==> src/rtl/mac_seq_pkg.sv <==
// Shared types and configuration helpers for the neuron MAC frame sequencer.
package mac_seq_pkg;

  typedef enum logic [1:0] {
    IDLE = 2'd0,
    RUN  = 2'd1,
    HOLD = 2'd2
  } seq_state_e;

  localparam int DEF_N_TAPS      = 28;
  localparam int DEF_N_LANES     = 28;
  localparam int DEF_SHIFT_START = 24;
  localparam int DEF_FRAME_LEN   = 66;

  // Frame must fit the whole tap phase plus enx/out_valid,
  // and the full lane walk plus its final hold cycle.
  function automatic bit frame_len_ok(input int n_taps, input int n_lanes,
                                      input int shift_start, input int frame_len);
    return (frame_len >= n_taps + 2) && (frame_len >= shift_start + n_lanes + 1);
  endfunction

endpackage

==> src/rtl/onehot_shifter.sv <==
// One-hot walking enable: load sets bit 0, shift moves it left, clear zeroes it.
module onehot_shifter #(
  parameter int W = 4
) (
  input  logic         clk,
  input  logic         rst_n,
  input  logic         load,
  input  logic         shift,
  input  logic         clear,
  output logic [W-1:0] q
);

  always_ff @(posedge clk or negedge rst_n) begin
    if (!rst_n)      q <= '0;
    else if (clear)  q <= '0;
    else if (load)   q <= W'(1);
    else if (shift)  q <= q << 1;
  end

endmodule

==> src/rtl/mac_seq_ctrl.sv <==
// Frame sequencer for the neuron MAC array: tap stepping, lane walk, enx strobe
// and a valid/ready result hold with back-to-back frame support.
module mac_seq_ctrl
  import mac_seq_pkg::*;
#(
  parameter int N_TAPS      = DEF_N_TAPS,
  parameter int N_LANES     = DEF_N_LANES,
  parameter int SHIFT_START = DEF_SHIFT_START,
  parameter int FRAME_LEN   = DEF_FRAME_LEN,
  parameter int SEL_W       = $clog2(N_TAPS),
  parameter int CNT_W       = $clog2(FRAME_LEN)
) (
  input  logic               clk,
  input  logic               GlobalReset_n,
  input  logic               start,
  input  logic               abort,
  input  logic               out_ready,
  output logic [SEL_W-1:0]   tap_sel,
  output logic               acc_en,
  output logic [N_LANES-1:0] lane_en,
  output logic               enx,
  output logic               out_valid,
  output logic               busy,
  output logic [CNT_W-1:0]   frame_cnt
);

  if (!frame_len_ok(N_TAPS, N_LANES, SHIFT_START, FRAME_LEN)) begin : g_bad_cfg
    $error("mac_seq_ctrl: FRAME_LEN too short for N_TAPS/N_LANES/SHIFT_START");
  end

  localparam logic [CNT_W-1:0] LAST_FC  = CNT_W'(FRAME_LEN - 1);
  localparam logic [CNT_W-1:0] ENX_FC   = CNT_W'(FRAME_LEN - 2);
  localparam logic [CNT_W-1:0] TAP_END  = CNT_W'(N_TAPS);
  localparam logic [CNT_W-1:0] SH_FIRST = CNT_W'(SHIFT_START);
  localparam logic [CNT_W-1:0] SH_LAST  = CNT_W'(SHIFT_START + N_LANES - 2);
  localparam logic [SEL_W-1:0] SEL_MAX  = SEL_W'(N_TAPS - 1);

  seq_state_e       state, state_n;
  logic [CNT_W-1:0] fc, fc_n;
  logic             lane_ld, lane_sh, lane_clr;

  assign frame_cnt = fc;

  always_comb begin
    state_n  = state;
    fc_n     = fc;
    lane_ld  = 1'b0;
    lane_sh  = 1'b0;
    lane_clr = 1'b0;
    if (abort) begin
      state_n  = IDLE;
      fc_n     = '0;
      lane_clr = 1'b1;
    end else begin
      case (state)
        IDLE: if (start) begin
          state_n = RUN;
          fc_n    = '0;
          lane_ld = 1'b1;
        end
        RUN: if (fc == ENX_FC) begin
          state_n  = HOLD;
          fc_n     = LAST_FC;
          lane_clr = 1'b1;
        end else begin
          fc_n    = fc + 1'b1;
          lane_sh = (fc >= SH_FIRST) && (fc <= SH_LAST);
        end
        // start is only honoured here alongside a completed transfer
        HOLD: if (out_ready) begin
          fc_n = '0;
          if (start) begin
            state_n = RUN;
            lane_ld = 1'b1;
          end else begin
            state_n = IDLE;
          end
        end
        default: begin
          state_n  = IDLE;
          fc_n     = '0;
          lane_clr = 1'b1;
        end
      endcase
    end
  end

  // Outputs are decoded from the next state/count so they line up with fc.
  always_ff @(posedge clk or negedge GlobalReset_n) begin
    if (!GlobalReset_n) begin
      state     <= IDLE;
      fc        <= '0;
      tap_sel   <= '0;
      acc_en    <= 1'b0;
      enx       <= 1'b0;
      out_valid <= 1'b0;
      busy      <= 1'b0;
    end else begin
      state     <= state_n;
      fc        <= fc_n;
      tap_sel   <= (state_n == IDLE) ? '0 :
                   (fc_n < TAP_END)  ? SEL_W'(fc_n) : SEL_MAX;
      acc_en    <= (state_n == RUN) && (fc_n < TAP_END);
      enx       <= (state_n == RUN) && (fc_n == ENX_FC);
      out_valid <= (state_n == HOLD);
      busy      <= (state_n != IDLE);
    end
  end

  onehot_shifter #(.W(N_LANES)) u_lane (
    .clk   (clk),
    .rst_n (GlobalReset_n),
    .load  (lane_ld),
    .shift (lane_sh),
    .clear (lane_clr),
    .q     (lane_en)
  );

endmodule

==> config.mk <==
export PLATFORM = sky130hd
export DESIGN_NAME = mac_seq_ctrl
export DESIGN_NICKNAME = d
export VERILOG_FILES = /design/src/rtl/mac_seq_pkg.sv /design/src/rtl/onehot_shifter.sv /design/src/rtl/mac_seq_ctrl.sv
export SDC_FILE = /design/constraint.sdc
export NUM_CORES = 1
export LEC_CHECK = 0
export ABC_AREA = 1
export CORE_UTILIZATION = 49
export DETAILED_ROUTE_END_ITERATION = 7
export GPL_ROUTABILITY_DRIVEN = 0
export PLACE_DENSITY = 0.8
export SYNTH_ARGS = -nofsm -noshare
export SYNTH_HDL_FRONTEND = slang
export SYNTH_SLANG_ARGS = --single-unit
==> constraint.sdc <==
create_clock -name clk -period 1.8 [get_ports clk]
set_clock_uncertainty 0.05 [all_clocks]
set_input_delay 0.36 -clock clk [delete_from_list [all_inputs] [get_ports clk]]
set_output_delay 0.36 -clock clk [all_outputs]
set_load 0.02 [all_outputs]
==> flow_metrics.py, run 1 <==
metrics = {
    "placement": {
        "dpl.hpwl_um": 3247,
        "io_buffers": 48,
        "dp_slack_ns": -0.1436,
    },
    "cells_and_area": {
        "seq_area_mm2": 0.001154,
        "fillers": 292,
        "syn_to_final_growth_pct": 37.90,
        "multiInputGateArea_um2": 726.9,
        "layout-drive-gt1-share": 0.1914,
        "nNetsFinal": 309,
        "fin_util": 0.7114,
        "n_antenna_cell": 0,
    },
    "timing": {
        "fin_crit_ns": 1.750,
        "fin_ws_ns": 0.05046,
        "rsz0062_at_grt": "yes",
        "timing.final.crit_share": 0.9720,
        "clock.fmax_mhz": 571.6,
        "setup_violations": 0,
        "hold_viol_final": 0,
        "tightest_slew_ns": 0.5581,
        "hold-worst-slack_ns": 0.08195,
        "slew_viol_final": 0,
        "max_slew_margin": 0.6279,
    },
    "cts": {
        "cts_tree": "yes",
        "clkTransAtPathRegs_ns": 0.08,
        "clock-sinks": 46,
        "cts_root_buf": "clkbuf_8",
        "cts_made_buffers": 5,
        "h-tree-depth": 2,
        "clkLatencyLatePin_ns": 0.29,
        "cts_buffer_depth": 2,
    },
    "worst_setup_path": {
        "startpoint_type": "flip-flop",
        "path_buf_inv": 1,
        "critPathMaxStageDelay_ns": 0.63,
        "cp-end-kind": "output pin",
        "cpMaxStageDelayCell": "clkdlybuf4s50_1",
        "cpLargestDelayFamily": "buffers and inverters",
        "cp.arrival_ns": 1.34,
        "critical_path_class": "flip-flop to output pin",
        "path_max_fanout": 4,
        "worstPathCellList": "clkdlybuf4s50_1",
        "cp.required_ns": 1.39,
    },
    "logic_synthesis": {
        "synth-warning-count": 0,
        "seq_area_frac_synth": 0.5499,
        "ys_types": 22,
        "syn_area_mm2": 0.002093,
        "synthCells": 230,
        "syn_area_per_cell_um2": 9.101,
        "synth_nets": 237,
        "ys_seq_elements": 46,
    },
    "grt": {
        "antenna_found_initial": 0,
        "grt_overflow": 0,
        "track_usage": 0.2304,
        "grt_pass1_wl_um": 7707,
        "grt_pass1_vias": 1621,
        "grt_max_degree": 47,
    },
    "drt": {
        "num_vias": 1810,
        "wl_um": 4844,
        "drcViolationCount": 0,
        "first_iter_violations": 100,
        "ant_nets": 0,
        "wire_per_inst_um": 13.72,
        "vias_per_cell": 5.127,
        "first_pass_iters": 5,
    },
    "pwr": {
        "seq_power_share": 0.568,
        "switching_share": 0.2492,
        "p_per_area_mw_per_mm2": 641.9,
        "irDropWorstVdd_mv": 0.4465,
        "p_comb_frac": 0.099,
        "power.switching_uw": 461.7,
        "intPower_uw": 1391,
        "pwr-share-clk": 0.334,
        "leakage_uw": 0.001394,
    },
    "floorplan": {
        "rows": 23,
        "start_util": 0.5159,
        "die_h_um": 67.36,
        "dieArea_mm2": 0.004537,
        "core-area_mm2": 0.004058,
        "floorplan.die.width_um": 67.36,
        "io_pins": 49,
    },
    "run": {
        "drv_cap": 0,
    },
    "run_status": {
        "status": "finished, final reports clean",
    },
    "min_path": {
        "hold_path_class": "input pin to async pin",
    },
}
==> cell type report <==
type	instances	area share
flip-flops and latches	46	0.3997
multi-input cells	121	0.2518
repair buffers	70	0.2206
inverters	58	0.07629
clock buffers	6	0.02514
well taps	50	0.02167
clock inverters	2	0.004768
==> cells in the final DEF (no fill, tap or decap) <==
cell / count
a21oi_4: 1
dlygate4sd2_1: 5
nor2_2: 1
clkinv_4: 1
inv_1: 52
nand2_1: 32
ha_2: 1
nand3_1: 14
nor2_1: 19
nand4_4: 2
nor2_4: 3
inv_4: 1
nand2_2: 4
o21ai_0: 4
nand4_1: 3
nand3_2: 2
dlymetal6s2s_1: 1
nand3_4: 3
inv_2: 5
buf_2: 1
clkbuf_8: 5
a21oi_1: 1
o21ai_2: 1
clkbuf_1: 1
clkinv_2: 1
nand2_4: 1
clkdlybuf4s50_1: 41
o22ai_1: 27
dfrtp_2: 2
buf_4: 22
a21oi_2: 1
ha_1: 1
dfrtp_1: 44
==> routing by layer <==
metal | share of wire | up-vias | global-route usage
li1 | - | 872 | -
met2 | 0.52 | 54 | 0.3738
met5 | 0 | - | 0
met1 | 0.42 | 875 | 0.3141
met3 | 0.040 | 9 | 0.03885
met4 | 0.017 | 0 | 0.07181
==> kinds of logic (layout without fill, tap and decap cells) <==
logic type,count (synthesis),in the layout,synth area share
simple gates,83,84,0.2008
buf+inv,64,136,0.1285
flops,46,46,0.5499
compound gates,35,35,0.1088
fa+ha+maj,2,2,0.01195
==> synth_stat cells <==
cell     number  area, um2
buf_6         3      33.78
nand3_2       1      10.01
nor2_1       20      75.07
inv_1        54      202.7
nand2_1      34      127.6
a21oi_2       1      8.760
nand3_4       2      35.03
ha_1          2      25.02
o22ai_1      27      168.9
nand4_4       1      21.27
dfrtp_1      46       1151
a21oi_4       1      16.27
o21ai_2       1      8.760
nand3_1      16      80.08
nand4_1       3      18.77
o21ai_0       4      20.02
buf_2         2      10.01
buf_4         1      7.510
inv_2         4      15.01
a21oi_1       1      5.000
nor2_4        3      33.78
nand2_2       3      18.77
==> registers in the layout, summed over array words and instances (netlist names) <==
register,flops
acc_en,1
busy,1
enx,1
frame_cnt,7
out_valid,1
state,2
tap_sel,5
u_lane.q,28
==> final timing paths <==
kind	start	endpoint	slack (ns)	cells after the start
setup / recovery	frame_cnt[6]$_DFF_PN0_	frame_cnt[6]	0.05	1
max in group asynchronous	GlobalReset_n	frame_cnt[0]$_DFF_PN0_	1.20	2
hold reg to reg	u_lane.q[27]$_DFFE_PN0P_	u_lane.q[27]$_DFFE_PN0P_	0.50	2
min in group clk	u_lane.q[27]$_DFFE_PN0P_	u_lane.q[27]$_DFFE_PN0P_	0.50	2
hold / removal	GlobalReset_n	u_lane.q[9]$_DFFE_PN0P_	0.08	2
setup reg to reg	frame_cnt[0]$_DFF_PN0_	u_lane.q[8]$_DFFE_PN0P_	0.10	8
==> through the flow <==
step	cell area [um2]	cells	TNS, ns	power, uW
after floorplan	2093	230	0	1161
after global placement	2678	335	-2.025	1228
after detailed placement	2678	335	-3.012	1230
after CTS	2780	344	0	1844
after global routing	2887	353	-0.1323	1922
final	2887	353	0	1853
==> power by group through the flow <==
stage / registers, uW / logic [uW] / clock network [uW]
CTS: 1050 / 163 / 629
floorplan: 1080 / 77.0 / 0
finish: 1050 / 183 / 618
global route: 1050 / 202 / 666
global placement: 1070 / 156 / 0
detailed placement: 1070 / 158 / 0
==> what timing repair did <==
action                     in CTS  in global routing
pin swaps                       1                  7
resized for setup               7                 13
buffers inserted                0                  9
hold buffers                    0                  0
gates cloned                    1                  0
setup endpoints to repair      23                 37
Power figures use the tool's default switching activity.
==> run 2: changes to the inputs <==
--- a/config.mk
+++ b/config.mk
@@ -6,9 +6,10 @@
 export NUM_CORES = 1
 export LEC_CHECK = 0
 export ABC_AREA = 1
-export CORE_UTILIZATION = 49
+export CELL_PAD_IN_SITES_DETAIL_PLACEMENT = 0
+export CELL_PAD_IN_SITES_GLOBAL_PLACEMENT = 1
+export CORE_UTILIZATION = 37
 export DETAILED_ROUTE_END_ITERATION = 7
-export GPL_ROUTABILITY_DRIVEN = 0
 export PLACE_DENSITY = 0.8
 export SYNTH_ARGS = -nofsm -noshare
 export SYNTH_HDL_FRONTEND = slang
==> flow_metrics.py, run 2 (same netlist as run 1, synthesis figures left out) <==
metrics = {
    "cells_and_area": {
        "nNetsFinal": 301,
        "final_common_cell": "inv_1",
        "final_cell_area_mm2": 0.002858,
        "n_antenna_cell": 0,
        "layout-drive-gt1-share": 0.1627,
        "fin_util": 0.5222,
        "final_cell_mix": "inv_1 (54), dfrtp_1 (44), clkdlybuf4s50_1 (41)",
        "largest-register": "u_lane.q",
        "largest_reg_flops": 28,
        "syn_to_final_growth_pct": 36.52,
    },
    "worst_setup_path": {
        "startpoint_type": "flip-flop",
        "path_max_fanout": 4,
        "cpMaxStageDelayCell": "clkdlybuf4s50_1",
        "path_buf_inv": 1,
        "cp.arrival_ns": 1.37,
        "cp-end-kind": "output pin",
        "critPathMaxStageDelay_ns": 0.64,
        "cp.required_ns": 1.39,
        "worstPathCellList": "clkdlybuf4s50_1",
        "cpLargestDelayFamily": "buffers and inverters",
        "critical_path_class": "flip-flop to output pin",
    },
    "pwr": {
        "total_power_uw": 1888,
        "p_per_area_mw_per_mm2": 660.6,
        "leakage_uw": 0.001357,
        "irDropWorstVdd_mv": 0.4039,
    },
    "floorplan": {
        "dieArea_mm2": 0.005962,
        "core-area_mm2": 0.005473,
        "die_h_um": 77.22,
        "rows": 27,
        "floorplan.die.width_um": 77.22,
        "io_pins": 49,
        "start_util": 0.3825,
    },
    "min_path": {
        "hold_path_class": "input pin to async pin",
    },
    "run_status": {
        "status": "finished, final reports clean",
    },
    "drt": {
        "wire_per_inst_um": 12.44,
        "num_vias": 1696,
        "ant_nets": 0,
        "drcViolationCount": 0,
        "vias_per_cell": 4.621,
        "wl_um": 4567,
        "first_pass_iters": 4,
        "first_iter_violations": 101,
    },
    "cts": {
        "cts_root_buf": "clkbuf_8",
        "cts_made_buffers": 5,
        "cts_buffer_depth": 2,
        "clkTransAtPathRegs_ns": 0.09,
        "clkLatencyLatePin_ns": 0.29,
        "h-tree-depth": 2,
        "clock-sinks": 46,
        "cts_tree": "yes",
    },
    "placement": {
        "dpl.hpwl_um": 3121,
        "gp_congestion": 0.8380,
        "placed_cell_area_mm2": 0.002705,
        "io_buffers": 48,
    },
    "grt": {
        "grt_pass1_vias": 1643,
        "track_usage": 0.1614,
        "grt_max_degree": 47,
        "antenna_found_initial": 0,
        "grt_pass1_wl_um": 7741,
        "grt_overflow": 0,
    },
    "timing": {
        "clock.fmax_mhz": 560.7,
        "slew_viol_final": 0,
        "rsz0062_at_grt": "no",
        "fin_crit_ns": 1.783,
        "hold_viol_final": 0,
        "timing.final.crit_share": 0.9907,
        "setup_violations": 0,
        "tightest_slew_ns": 0.5613,
        "max_slew_margin": 0.6258,
    },
    "run": {
        "drv_cap": 0,
    },
}
run 2: changes by cell type in the layout (fill, tap and decap cells not counted), sizes merged:
cell and delta:
buf -8, clkinv -2, clkbuf +1, inv +1
run 2: per-stage QoR:
step                      cells  setup slack [ns]  setup TNS, ns  hold slack, ns
after floorplan             230            0.1266              0         0.01441
after global placement      357           -0.1603         -3.049          0.4266
after detailed placement    357           -0.1968         -4.036          0.4274
after CTS                   365           0.01687              0          0.1046
after global routing        367         0.0002172              0          0.1180
final                       367           0.01665              0         0.08173
run 2: area by class of cell:
type                    instances  area (um2)
multi-input cells             121       724.4
inverters                      58       217.7
clock inverters                 1       8.758
flip-flops and latches         46        1154
well taps                      72       90.09
clock buffers                   7       86.33
repair buffers                 62       576.8
fillers                       539        2615
run 2: per-layer routing:
layer  GRT usage  part of all wire
met1      0.2265              0.48
met2      0.2566              0.48
met3     0.02619             0.032
met4     0.04528            0.0059
met5           0                 0
run 2: timing repair:
| action | CTS | global route |
|---|---|---|
| setup endpoints to repair | 5 | 32 |
| resized for setup | 7 | 10 |
| setup buffers | 0 | 1 |
| gates cloned | 0 | 1 |
| hold buffers | 0 | 0 |
| pin swaps | 0 | 2 |
run 2: power by group:
group          internal [uW]  total, uW  switching [uW]
Sequential              1040       1050            7.31
Clock                    318        667             350
Combinational           63.6        170             106
Total                   1420       1890             463
run 2: worst paths after layout:
path | startpoint | endpoint | slack, ns | cells after the start
worst max-delay path | frame_cnt[6]$_DFF_PN0_ | frame_cnt[6] | 0.02 | 1
worst min-delay path | GlobalReset_n | u_lane.q[11]$_DFFE_PN0P_ | 0.08 | 2
worst max register to register | frame_cnt[0]$_DFF_PN0_ | tap_sel[0]$_DFF_PN0_ | 0.17 | 12
worst min register to register | u_lane.q[27]$_DFFE_PN0P_ | u_lane.q[27]$_DFFE_PN0P_ | 0.50 | 2
max in group asynchronous | GlobalReset_n | frame_cnt[3]$_DFF_PN0_ | 1.20 | 2
min in group clk | u_lane.q[27]$_DFFE_PN0P_ | u_lane.q[27]$_DFFE_PN0P_ | 0.50 | 2
==> run 3: changes to the inputs <==
--- a/config.mk
+++ b/config.mk
@@ -8,9 +8,9 @@
 export ABC_AREA = 1
 export CELL_PAD_IN_SITES_DETAIL_PLACEMENT = 0
 export CELL_PAD_IN_SITES_GLOBAL_PLACEMENT = 1
-export CORE_UTILIZATION = 37
+export CORE_UTILIZATION = 36
 export DETAILED_ROUTE_END_ITERATION = 7
-export PLACE_DENSITY = 0.8
+export PLACE_DENSITY = 0.78
 export SYNTH_ARGS = -nofsm -noshare
 export SYNTH_HDL_FRONTEND = slang
 export SYNTH_SLANG_ARGS = --single-unit
==> constraint.sdc (replaced) <==
create_clock -name clk -period 1.8 [get_ports clk]
set_clock_uncertainty 0.05 [all_clocks]
set_input_delay 0.36 -clock clk [delete_from_list [all_inputs] [get_ports clk]]
set_output_delay 0.36 -clock clk [all_outputs]
set_load 0.005 [all_outputs]
==> flow_metrics.py, run 3 (same netlist as run 1, synthesis figures left out) <==
metrics = {
    "cells_and_area": {
        "fillers": 544,
        "nNetsFinal": 304,
        "n_antenna_cell": 0,
        "layout-drive-gt1-share": 0.1745,
        "final_cell_mix": "inv_1 (54), clkdlybuf4s50_1 (47), dfrtp_1 (44)",
        "seq_area_mm2": 0.001154,
        "final_common_cell": "inv_1",
        "largest_reg_flops": 28,
        "fin_cells": 370,
        "multiInputGateArea_um2": 708.2,
        "largest-register": "u_lane.q",
        "syn_to_final_growth_pct": 38.79,
    },
    "run_status": {
        "status": "finished, final reports clean",
    },
    "drt": {
        "wl_um": 4509,
        "wire_per_inst_um": 12.19,
        "drcViolationCount": 0,
        "first_pass_iters": 4,
        "ant_nets": 0,
        "first_iter_violations": 116,
        "vias_per_cell": 4.565,
        "num_vias": 1689,
    },
    "floorplan": {
        "core-area_mm2": 0.005540,
        "dieArea_mm2": 0.006124,
        "die_h_um": 78.26,
        "io_pins": 49,
        "rows": 27,
        "start_util": 0.3778,
        "floorplan.die.width_um": 78.26,
    },
    "worst_setup_path": {
        "critPathMaxStageDelay_ns": 0.55,
        "critical_path_class": "flip-flop to output pin",
        "cpMaxStageDelayCell": "clkdlybuf4s50_1",
        "cp.arrival_ns": 1.34,
        "r2r_cells": 10,
        "startpoint_type": "flip-flop",
        "cpLargestDelayFamily": "buffers and inverters",
        "cp-end-kind": "output pin",
        "regToRegStartpoint": "frame_cnt[0]$_DFF_PN0_",
        "r2r_end": "acc_en$_DFF_PN0_",
        "reg2reg_setup_slack_ns": 0.10,
        "cp.required_ns": 1.39,
        "path_max_fanout": 9,
        "worstPathCellList": "clkdlybuf4s50_1",
        "cp.depth": 1,
        "path_buf_inv": 1,
    },
    "grt": {
        "grt_pass1_wl_um": 7541,
        "track_usage": 0.1558,
        "antenna_found_initial": 0,
        "grt_overflow": 0,
        "grt_max_degree": 47,
        "grt_pass1_vias": 1561,
    },
    "pwr": {
        "irDropWorstVdd_mv": 0.3523,
        "leakage_uw": 0.001348,
        "pwr-share-clk": 0.337,
        "p_per_area_mw_per_mm2": 636.9,
        "p_comb_frac": 0.095,
        "intPower_uw": 1396,
        "switching_share": 0.2455,
        "seq_power_share": 0.568,
        "power.switching_uw": 454.3,
    },
    "timing": {
        "setup_violations": 0,
        "max_slew_margin": 0.6133,
        "fin_crit_ns": 1.749,
        "hold-worst-slack_ns": 0.08292,
        "timing.final.crit_share": 0.9715,
        "clock.fmax_mhz": 571.8,
        "tightest_slew_ns": 0.5800,
        "slew_viol_final": 0,
        "hold_viol_final": 0,
    },
    "cts": {
        "cts_tree": "yes",
        "clkTransAtPathRegs_ns": 0.09,
        "clock-sinks": 46,
        "h-tree-depth": 2,
        "clkLatencyLatePin_ns": 0.29,
        "hold_buffers": 0,
        "cts_root_buf": "clkbuf_8",
        "cts_made_buffers": 5,
        "cts_buffer_depth": 2,
    },
    "min_path": {
        "hold_path_class": "input pin to async pin",
    },
    "placement": {
        "dp_cells": 359,
        "io_buffers": 48,
        "dpl.hpwl_um": 3265,
        "gp_congestion": 0.8179,
    },
    "run": {
        "drv_cap": 0,
    },
}
[run 3: changes by cell type in the layout (fill, tap and decap cells not counted), sizes merged]
cell / before / now
clkinv: 0 / 2
dlygate4sd2: 5 / 0
clkdlybuf4s50: 41 / 47
buf: 15 / 19
nand4: 5 / 4
clkbuf: 7 / 5
dlymetal6s2s: 1 / 0
[run 3: power by group through the flow]
stage	Combinational (uW)	Clock, uW	Sequential [uW]
2_1_floorplan	77.0	0	1070
3_3_place_gp	164	0	1070
3_5_place_dp	163	0	1070
4_1_cts	164	651	1050
5_1_grt	197	698	1050
6_report	176	624	1050
[run 3: routing by layer]
| layer | global-route usage | up-vias | wire, um |
|---|---|---|---|
| li1 | - | 856 | - |
| met1 | 0.2251 | 792 | 2179 |
| met2 | 0.2377 | 34 | 2104 |
| met3 | 0.03256 | 7 | 170 |
| met4 | 0.03889 | 0 | 55 |
| met5 | 0 | - | 0 |
[run 3: timing repair]
item / in CTS / in global routing
pin swaps: 0 / 3
endpoints found under the setup margin: 2 / 5
buffers inserted: 0 / 3
resized for setup: 2 / 8
[run 3: through the flow]
step / setup TNS [ns] / power [uW] / setup WS, ns / utilization / cell area [um2]
2_1_floorplan: 0 / 1150 / 0.2476 / - / 2093
3_3_place_gp: -0.3263 / 1234 / -0.09722 / 0.4955 / 2745
3_5_place_dp: -0.4802 / 1234 / -0.1305 / 0.4955 / 2745
4_1_cts: 0 / 1866 / 0.04334 / 0.5117 / 2835
5_1_grt: -0.07435 / 1947 / -0.03344 / 0.5244 / 2905
6_report: 0 / 1850 / 0.05123 / 0.5244 / 2905
[run 3: how the worst max path moves through the flow]
stage                                       to                    from  slack, ns
after detailed placement  tap_sel[3]$_DFF_PN0_                   start      -0.13
after global placement    tap_sel[0]$_DFF_PN0_                   start       -0.1
after global routing      tap_sel[1]$_DFF_PN0_  frame_cnt[0]$_DFF_PN0_      -0.03
after CTS                         frame_cnt[4]  frame_cnt[4]$_DFF_PN0_       0.04
final                             frame_cnt[2]  frame_cnt[2]$_DFF_PN0_       0.05
after floorplan           tap_sel[0]$_DFF_PN0_  frame_cnt[0]$_DFF_PN0_       0.25
[run 3: final cells by class]
class	count	share of cell area
clock buffers	5	0.02369
flip-flops and latches	46	0.3971
repair buffers	66	0.2231
inverters	58	0.07494
multi-input cells	120	0.2438
well taps	72	0.03101
clock inverters	3	0.006460
